[config.mk]
export PLATFORM = sky130hd
export DESIGN_NAME = fetch_queue_flat
export DESIGN_NICKNAME = d
export VERILOG_FILES = /design/src/rtl/cpu_pkg.sv /design/src/rtl/fetch_queue_if.sv /design/src/rtl/fq_storage.sv /design/src/rtl/fetch_queue.sv /design/src/flat_wrapper.sv
export SDC_FILE = /design/constraint.sdc
export NUM_CORES = 1
export LEC_CHECK = 0
export ABC_AREA = 1
export CAP_MARGIN = 20
export CORE_MARGIN = 2
export CORE_UTILIZATION = 45
export DETAILED_ROUTE_END_ITERATION = 16
export MAX_ROUTING_LAYER = met4
export PLACE_DENSITY_LB_ADDON = 0.08
export SYNTH_ARGS = -nofsm -noshare
export SYNTH_HDL_FRONTEND = slang
export SYNTH_SLANG_ARGS = --single-unit
[constraint.sdc]
create_clock -name clk -period 3.6 [get_ports clk]
set_input_delay 0.54 -clock clk [delete_from_list [all_inputs] [get_ports clk]]
set_output_delay 0.54 -clock clk [all_outputs]
set_load 0.005 [all_outputs]
[src/rtl/cpu_pkg.sv]
// cpu_pkg -- shared definitions for the microprocessor front end.
//   INSTR_W / PC_W      : instruction and program-address widths
//   *_LO / *_HI         : instruction field bit positions
//   OP_*                : opcode encodings
//   fetch_entry_t       : one fetched {pc, instr} pair as held in the fetch queue
//   instr_opcode()      : helper that extracts the opcode field
package cpu_pkg;

  localparam int INSTR_W = 12;
  localparam int PC_W    = 3;

  // Instruction fields, LSB first: opcode, loc1, loc2, wloc.
  localparam int OPC_LO  = 0;
  localparam int OPC_HI  = 2;
  localparam int LOC1_LO = 3;
  localparam int LOC1_HI = 5;
  localparam int LOC2_LO = 6;
  localparam int LOC2_HI = 8;
  localparam int WLOC_LO = 9;
  localparam int WLOC_HI = 11;

  localparam logic [2:0] OP_ADD = 3'd0;
  localparam logic [2:0] OP_XOR = 3'd1;
  localparam logic [2:0] OP_AND = 3'd2;
  localparam logic [2:0] OP_JMP = 3'd3;
  localparam logic [2:0] OP_NOP = 3'd4;

  typedef struct packed {
    logic [PC_W-1:0]    pc;
    logic [INSTR_W-1:0] instr;
  } fetch_entry_t;

  function automatic logic [2:0] instr_opcode(input logic [INSTR_W-1:0] instr);
    return instr[OPC_HI:OPC_LO];
  endfunction

endpackage

[src/rtl/fetch_queue_if.sv]
// fetch_queue_if -- bundles the ROM port, redirect input and decode handshake
// of the fetch stage.
//   imem_addr/imem_data          : program ROM read port (combinational ROM)
//   redirect_valid/redirect_pc   : taken jump from the branch logic
//   out_valid/out_ready          : head-of-queue handshake towards decode
//   out_instr/out_pc             : head instruction and the address it came from
//   count                        : queue occupancy, debug/verification only
// master: the fetch stage.  slave: its environment (ROM, branch unit, decode).
interface fetch_queue_if #(
  parameter int DEPTH = 4
) ();
  import cpu_pkg::*;

  localparam int CNT_W = $clog2(DEPTH) + 1;

  logic [PC_W-1:0]    imem_addr;
  logic [INSTR_W-1:0] imem_data;
  logic               redirect_valid;
  logic [PC_W-1:0]    redirect_pc;
  logic               out_valid;
  logic               out_ready;
  logic [INSTR_W-1:0] out_instr;
  logic [PC_W-1:0]    out_pc;
  logic [CNT_W-1:0]   count;

  modport master (
    output imem_addr, out_valid, out_instr, out_pc, count,
    input  imem_data, redirect_valid, redirect_pc, out_ready
  );

  modport slave (
    input  imem_addr, out_valid, out_instr, out_pc, count,
    output imem_data, redirect_valid, redirect_pc, out_ready
  );

endinterface

[src/rtl/fq_storage.sv]
// fq_storage -- DEPTH-entry register array for the fetch queue.
//   clk, rst  : clock, asynchronous active-high reset (clears all entries)
//   wr_en     : write wr_data into entry wr_addr at the rising edge
//   rd_addr   : asynchronous read address
//   rd_data   : entry at rd_addr, same cycle
// Entries reset to zero so the head output reads as zero straight out of reset.
module fq_storage
  import cpu_pkg::*;
#(
  parameter int DEPTH = 4,
  localparam int AW = $clog2(DEPTH)
) (
  input  logic         clk,
  input  logic         rst,
  input  logic         wr_en,
  input  logic [AW-1:0] wr_addr,
  input  fetch_entry_t wr_data,
  input  logic [AW-1:0] rd_addr,
  output fetch_entry_t rd_data
);

  fetch_entry_t mem_reg [DEPTH];

  generate
    for (genvar gi = 0; gi < DEPTH; gi++) begin : g_entry
      always_ff @(posedge clk or posedge rst) begin
        if (rst) begin
          mem_reg[gi] <= '0;
        end else if (wr_en && (wr_addr == AW'(gi))) begin
          mem_reg[gi] <= wr_data;
        end
      end
    end
  endgenerate

  assign rd_data = mem_reg[rd_addr];

endmodule

[src/rtl/fetch_queue.sv]
// fetch_queue -- instruction-fetch stage: owns the fetch PC, reads the ROM,
// buffers {pc, instr} entries and hands them to decode.
//   clk, rst : rising-edge clock, asynchronous active-high reset
//   bus      : fetch_queue_if.master (ROM port, redirect, decode handshake, count)
// Optional build macro FETCH_QUEUE_BYPASS_EN: when the queue is empty and
// decode is ready, the ROM word goes straight to the output in the same cycle
// instead of spending a cycle in the queue.
module fetch_queue
  import cpu_pkg::*;
#(
  parameter int DEPTH = 4
) (
  input  logic          clk,
  input  logic          rst,
  fetch_queue_if.master bus
);

  localparam int AW    = $clog2(DEPTH);
  localparam int CNT_W = $clog2(DEPTH) + 1;

  logic [PC_W-1:0]  fetch_pc_reg;
  logic [AW-1:0]    rd_ptr_reg;
  logic [AW-1:0]    wr_ptr_reg;
  logic [CNT_W-1:0] count_reg;

  logic         empty;
  logic         full;
  logic         bypass;
  logic         q_pop;
  logic         push;
  logic         wr_en;
  fetch_entry_t wr_entry;
  fetch_entry_t head;

  assign empty = (count_reg == '0);
  assign full  = (count_reg == CNT_W'(DEPTH));

`ifdef FETCH_QUEUE_BYPASS_EN
  assign bypass = empty && !bus.redirect_valid && bus.out_ready;
`else
  assign bypass = 1'b0;
`endif

  // A redirect freezes the queue for the cycle: nothing is popped or pushed.
  assign q_pop = !empty && bus.out_ready && !bus.redirect_valid;
  // A full queue can still accept the ROM word when the head leaves this cycle.
  assign push  = !bus.redirect_valid && (!full || q_pop);
  // A bypassed word is consumed directly and never occupies a slot.
  assign wr_en = push && !bypass;

  assign wr_entry.pc    = fetch_pc_reg;
  assign wr_entry.instr = bus.imem_data;

  fq_storage #(.DEPTH(DEPTH)) u_storage (
    .clk    (clk),
    .rst    (rst),
    .wr_en  (wr_en),
    .wr_addr(wr_ptr_reg),
    .wr_data(wr_entry),
    .rd_addr(rd_ptr_reg),
    .rd_data(head)
  );

  always_ff @(posedge clk or posedge rst) begin
    if (rst) begin
      fetch_pc_reg <= '0;
      rd_ptr_reg   <= '0;
      wr_ptr_reg   <= '0;
      count_reg    <= '0;
    end else if (bus.redirect_valid) begin
      fetch_pc_reg <= bus.redirect_pc;
      rd_ptr_reg   <= '0;
      wr_ptr_reg   <= '0;
      count_reg    <= '0;
    end else begin
      if (push) begin
        fetch_pc_reg <= fetch_pc_reg + 1'b1;
      end
      // DEPTH is a power of two, so the pointers wrap naturally.
      if (wr_en) begin
        wr_ptr_reg <= wr_ptr_reg + 1'b1;
      end
      if (q_pop) begin
        rd_ptr_reg <= rd_ptr_reg + 1'b1;
      end
      count_reg <= count_reg + CNT_W'(wr_en) - CNT_W'(q_pop);
    end
  end

  assign bus.imem_addr = fetch_pc_reg;
  assign bus.out_valid = (!empty || bypass) && !bus.redirect_valid;
  assign bus.out_instr = bypass ? bus.imem_data : head.instr;
  assign bus.out_pc    = bypass ? fetch_pc_reg  : head.pc;
  assign bus.count     = count_reg;

endmodule

[src/flat_wrapper.sv]
// flat-port wrapper written by rule: the top's interface ports become plain ports
module fetch_queue_flat import cpu_pkg::*;
#(
  parameter int DEPTH = 4
)
  (clk, rst, bus_imem_addr, bus_out_valid, bus_out_instr, bus_out_pc, bus_count, bus_imem_data, bus_redirect_valid, bus_redirect_pc, bus_out_ready);
  fetch_queue_if #(.DEPTH(DEPTH)) bus_i ();
  input  logic clk;
  input  logic rst;
  output wire logic [$bits(bus_i.imem_addr)-1:0] bus_imem_addr;
  output wire logic [$bits(bus_i.out_valid)-1:0] bus_out_valid;
  output wire logic [$bits(bus_i.out_instr)-1:0] bus_out_instr;
  output wire logic [$bits(bus_i.out_pc)-1:0] bus_out_pc;
  output wire logic [$bits(bus_i.count)-1:0] bus_count;
  input wire logic [$bits(bus_i.imem_data)-1:0] bus_imem_data;
  input wire logic [$bits(bus_i.redirect_valid)-1:0] bus_redirect_valid;
  input wire logic [$bits(bus_i.redirect_pc)-1:0] bus_redirect_pc;
  input wire logic [$bits(bus_i.out_ready)-1:0] bus_out_ready;
  assign bus_imem_addr = bus_i.imem_addr;
  assign bus_out_valid = bus_i.out_valid;
  assign bus_out_instr = bus_i.out_instr;
  assign bus_out_pc = bus_i.out_pc;
  assign bus_count = bus_i.count;
  assign bus_i.imem_data = bus_imem_data;
  assign bus_i.redirect_valid = bus_redirect_valid;
  assign bus_i.redirect_pc = bus_redirect_pc;
  assign bus_i.out_ready = bus_out_ready;
  fetch_queue #(.DEPTH(DEPTH)) u_core (.clk(clk), .rst(rst), .bus(bus_i));
endmodule
# == After elaboration in Yosys (flattened, before gate mapping) ==
# Cells that the tools add are included.
# word_totals
reg_bits,70
wordCells,49
# classes
n_lt_le_gt_ge,1
eq_ne,4
addsub,5
bitwise_logic,1
muxes,10
n_reduce_logical,16
# ops
operator,count
binary-select mux 15 bit (select 2 bit),1
two-way mux 15 bit,2
two-way mux 3 bit,3
logical AND 1 bit,8
two-way mux 2 bit,4
adder 2 x 1 -> 2 bit (second input constant),2
== test 2 bit (second input constant),2
nonzero test 2 bit,2
adder 3 x 1 -> 3 bit,1
adder 3 x 1 -> 3 bit (second input constant),1
== test 3 bit (second input constant),1
>= comparator 3 bit (second input constant),1
zero test 1 bit,3
zero test 3 bit,1
NOT 2 -> 3 bit,1
subtractor 3 x 1 -> 3 bit,1
== test 2 x 1 -> 1 bit (second input constant),1
zero test 2 bit,1
logical OR 1 bit,1

# == Longest topological paths before layout ==
# logic_depth
ltp_word,9
ltp_mapped,11
ltp_nobuf,11

# == Cells and area by module ==
# Synthesis repeated with hierarchy kept, for this count alone.
# hier_totals
hier_cells,524
hier_area_um2,3749.8
# by_module_without_submodules
module,n_inst,seq_area_each_um2,cells_each,area_each_um2
fq_storage,1,1501.4,442,3135.5
fetch_queue,1,250.2,82,614.3

# == Worst setup path after synthesis ==
# No wires, ideal clock.
# synth_path
path_type,in2reg
start,in bus_out_ready
end,"reg u_core.count_reg[2], in the netlist u_core.bus.count[2]"
required_time_ns,3.479
cell_stages,9
path_buffers,2
arrival_time_ns,1.835
path_slack_ns,1.644
path_cell_list,inv_1 -> a31oi_4 -> buf_6 -> buf_4 -> ha_1 -> inv_1 -> fa_1 -> xor2_1 -> nor2_1
# synth_between
elab_chain_cells,7
# synth_lines
item,line_no,source
from (decl),flat_wrapper.sv:18,input wire logic [$bits(bus_i.out_ready)-1:0] bus_out_ready;
logical AND 1 bit * (2 in series),fetch_queue.sv:45,assign q_pop = !empty && bus.out_ready && !bus.redirect_valid;
logical OR 1 bit,fetch_queue.sv:47,assign push = !bus.redirect_valid && (!full || q_pop);
logical AND 1 bit,fetch_queue.sv:47,
adder 3 x 1 -> 3 bit,fetch_queue.sv:86,count_reg <= count_reg + CNT_W'(wr_en) - CNT_W'(q_pop);
subtractor 3 x 1 -> 3 bit *,fetch_queue.sv:86,
two-way mux 3 bit *,fetch_queue.sv:70,end else if (bus.redirect_valid) begin
to (signal assigned),fetch_queue.sv:86,
to (decl),fetch_queue.sv:24,logic [CNT_W-1:0] count_reg;
# Every way passes the cells marked *; elsewhere a longest branch is shown, timed or not.
# A chain may end at the register's enable or synchronous reset.

# == Final worst setup path ==
# layout_path
start,reg u_core.rd_ptr_reg[0]
end,out bus_out_pc[1]
# layout_between
elab_chain_cells,4
# layout_lines
item,line_no,source
from (decl),fetch_queue.sv:22,logic [AW-1:0] rd_ptr_reg;
from (signal assigned),fetch_queue.sv:84,rd_ptr_reg <= rd_ptr_reg + 1'b1;
NOT 2 -> 3 bit (implied by the code),fq_storage.sv:36,assign rd_data = mem_reg[rd_addr];
binary-select mux 15 bit (select 2 bit),fq_storage.sv:36,
two-way mux 15 bit (implied by the code) (2 in series),fq_storage.sv:36,
to (decl),flat_wrapper.sv:13,output wire logic [$bits(bus_i.out_pc)-1:0] bus_out_pc;
# No other way between the ends. The select of a mux whose other input is x is not followed.

==> out/summary.txt <==
DRT Pass-1 Iters -> 4
Post-Route M1 WL -> 3.930 mm
Metal3 WL -> 470 um
Largest register FFs -> 60
Clk root buf -> clkbuf_8
Routed vias -> 2,927
Least-Margin Pin Slew -> 0.8681 ns
Endpoints failing hold -> 0
Iter 0 DRT Violations -> 231
CP Capture Type -> output port
Syn Inst Count -> 416
Core Area -> 7292 sq um
Total Routed Length -> 8.534 mm
Cell Rows -> 31
Postcts setup bufs -> 0
Antenna violations before repair -> 0
Vias per inst -> 5.332
Crit path kind -> register to output port
Cell taking the most area after synthesis -> dfrtp_1
Worst Setup SP -> u_core.rd_ptr_reg[0]$_DFFE_PP0P_
Top cells by area, synth -> dfrtp_1 52%, nand2_1 15%, nand3_1 9.3%
Number of CTS-inserted buffers -> 9
Asr flop ratio synth -> 100.0%
Layout cells sized above 1 -> 6.222%
Top_reg_cell synth -> dfrtp_1
Average size of a mapped cell -> 8.154 sq um
Global-route wire length before repair -> 14.35 mm
Top achievable clock speed -> 0.3646 GHz
Initial Utilization -> 46.52%
I/O pin count -> 41
EDFF count, synth -> 0
Status -> finished, final reports clean
Crit path DAT -> 2.20 ns
Grt ovf -> 0
Unique masters post-synth -> 23
CP max-delay cell -> clkdlybuf4s50_1
Top cell types by occurrence after synthesis -> 134 x nand2_1, 70 x dfrtp_1, 63 x nand3_1
Most numerous cell in the Yosys netlist -> nand2_1
CP endpoint -> bus_out_pc[1]
Cell area after synthesis -> 3392 sq um
CTS Hold Bufs -> 0
PD cells -> 839.0 nW/um^2
Die Area -> 8248 sq um
Setup_tns -> 0 ns
Die Span Y -> 90.82 um
Routed wl met2 -> 4.044 mm
Max_cap viols -> 0
Drt wl/cell -> 15.54 um
Min Tclk post-route -> 2.743 ns
Storage cell area -> 1752 sq um
Sequential share of the synthesized area -> 51.64%
R2R depth -> 5
Multi-input gate area -> 1440 sq um
Worst reg2reg setup slack -> 1.40 ns
Nets@finish -> 473
Period utilization -> 76.19%
Clock transition at path regs -> 0.06 ns
Total track usage -> 22.56%
Max_slew headroom -> 42.12%
CTS tree -> done
# diodes -> 0
#FFs+latches synth -> 70
Synth top area share -> 51.64%
Die X -> 90.82 um
WHS -> 0.4677 ns
Area delta synth->final -> 18.59%
Placer congestion estimate -> 0.7916
Placed Area -> 3834 sq um
Worst-Skew Late Latency -> 0.34 ns
RR Startpoint -> u_core.wr_ptr_reg[0]$_DFFE_PP0P_
Hold crit path type -> register to register
Fill count -> 728
Leakage -> 1.996 nW
Port Buffers -> 40
Top Layer Used -> met4
Final setup fails -> 0
Clock Tree Buf Depth -> 2
VDD IR max -> 345.7 uV
RSZ-0062 raised after global routing -> no
Final instance area -> 4023 sq um
Synthesized Nets -> 443
Drt drc -> 0
CTS H-Tree Depth -> 3
Synth warn -> 0
Pin count of the biggest net entering global routing -> 47
Antenna Nets Post-Route -> 0
CP peak stage delay -> 0.53 ns
Critical path cell sequence -> inv_1, buf_4, o21ai_0, o22ai_1, clkdlybuf4s50_1
Vias in the first global route -> 2,828
Post-route clock skew -> 0.01402 ns
R2r endpoint -> u_core.u_storage.mem_reg[27]$_DFFE_PP0P_
Final slew viol count -> 0
Setup crit start kind -> register
Post-CTS sizing -> 0
Dpl hpwl -> 5.078 mm
Req. time, crit path -> 3.06 ns
# clock sinks -> 70
CP Max Fanout -> 20
## cell families (layout without fill, tap and decap cells)
group | after synthesis | count (layout) | share of synthesized area (%)
simple gates | 237 | 237 | 29.21
flops | 70 | 70 | 51.64
compound gates | 56 | 56 | 9.295
buf+inv | 42 | 76 | 5.902
fa+ha+maj | 8 | 8 | 3.172
xor+xnor | 3 | 3 | 0.7748
## layout by cell type, fill, tap and decap left out, drive strengths merged, types with 7 or more instances in the layout
cell	Yosys	routed
o21ai	38	38
clkdlybuf4s50	0	40
nand2	135	135
buf	12	7
nor2	36	36
inv	14	14
clkbuf	16	11
nand3	63	63
ha	7	7
dfrtp	70	70
o22ai	15	15
## layout make-up
class,count,area share [%]
clock inverters,4,1.182
well taps,99,3.079
repair buffers,47,11.57
inverters,14,1.306
multi-input cells,304,35.80
flip-flops and latches,70,43.55
clock buffers,11,3.515
## critical path, delay by kind of cell (launching register included)
kind / cells / cell delay (ns)
buffers and inverters: 3 / 1.18
DFF: 1 / 0.37
AOI/OAI and AO/OA: 2 / 0.32
## per-stage QoR
step           setup slack (ns)  cells  total power (W)  utilization (%)
4_1_cts                  0.8263    549         0.003404            55.16
3_5_place_dp             0.9638    534         0.002773            52.57
5_1_grt                  0.7090    549         0.003645            55.16
2_1_floorplan             1.292    416         0.002159                -
6_report                 0.8571    549         0.003375            55.16
3_3_place_gp             0.9817    534         0.002744            52.57
## routing by layer
layer / GRT usage, % / up-vias
met5: - / -
met4: 6.818 / 0
met3: 4.341 / 9
met2: 34.58 / 82
met1: 30.70 / 1421
li1: - / 1415
## worst min path at each step
stage	start	endpoint	depth (start not counted)
3_5_place_dp	u_core.u_storage.mem_reg[44]$_DFFE_PP0P_	u_core.u_storage.mem_reg[44]$_DFFE_PP0P_	2
5_1_grt	u_core.u_storage.mem_reg[22]$_DFFE_PP0P_	u_core.u_storage.mem_reg[22]$_DFFE_PP0P_	2
4_1_cts	u_core.u_storage.mem_reg[44]$_DFFE_PP0P_	u_core.u_storage.mem_reg[44]$_DFFE_PP0P_	2
3_3_place_gp	u_core.u_storage.mem_reg[21]$_DFFE_PP0P_	u_core.u_storage.mem_reg[21]$_DFFE_PP0P_	2
2_1_floorplan	u_core.u_storage.mem_reg[15]$_DFFE_PP0P_	u_core.u_storage.mem_reg[15]$_DFFE_PP0P_	2
6_report	u_core.u_storage.mem_reg[44]$_DFFE_PP0P_	u_core.u_storage.mem_reg[44]$_DFFE_PP0P_	2
## power breakdown
group	internal [W]	leakage [nW]	switching, W	total [W]
Combinational	0.000650	1.02	0.000750	0.00140
Clock	0.000333	0.0952	0.000286	0.000619
Sequential	0.00114	0.876	0.000218	0.00136
Power figures use the tool's default switching activity.
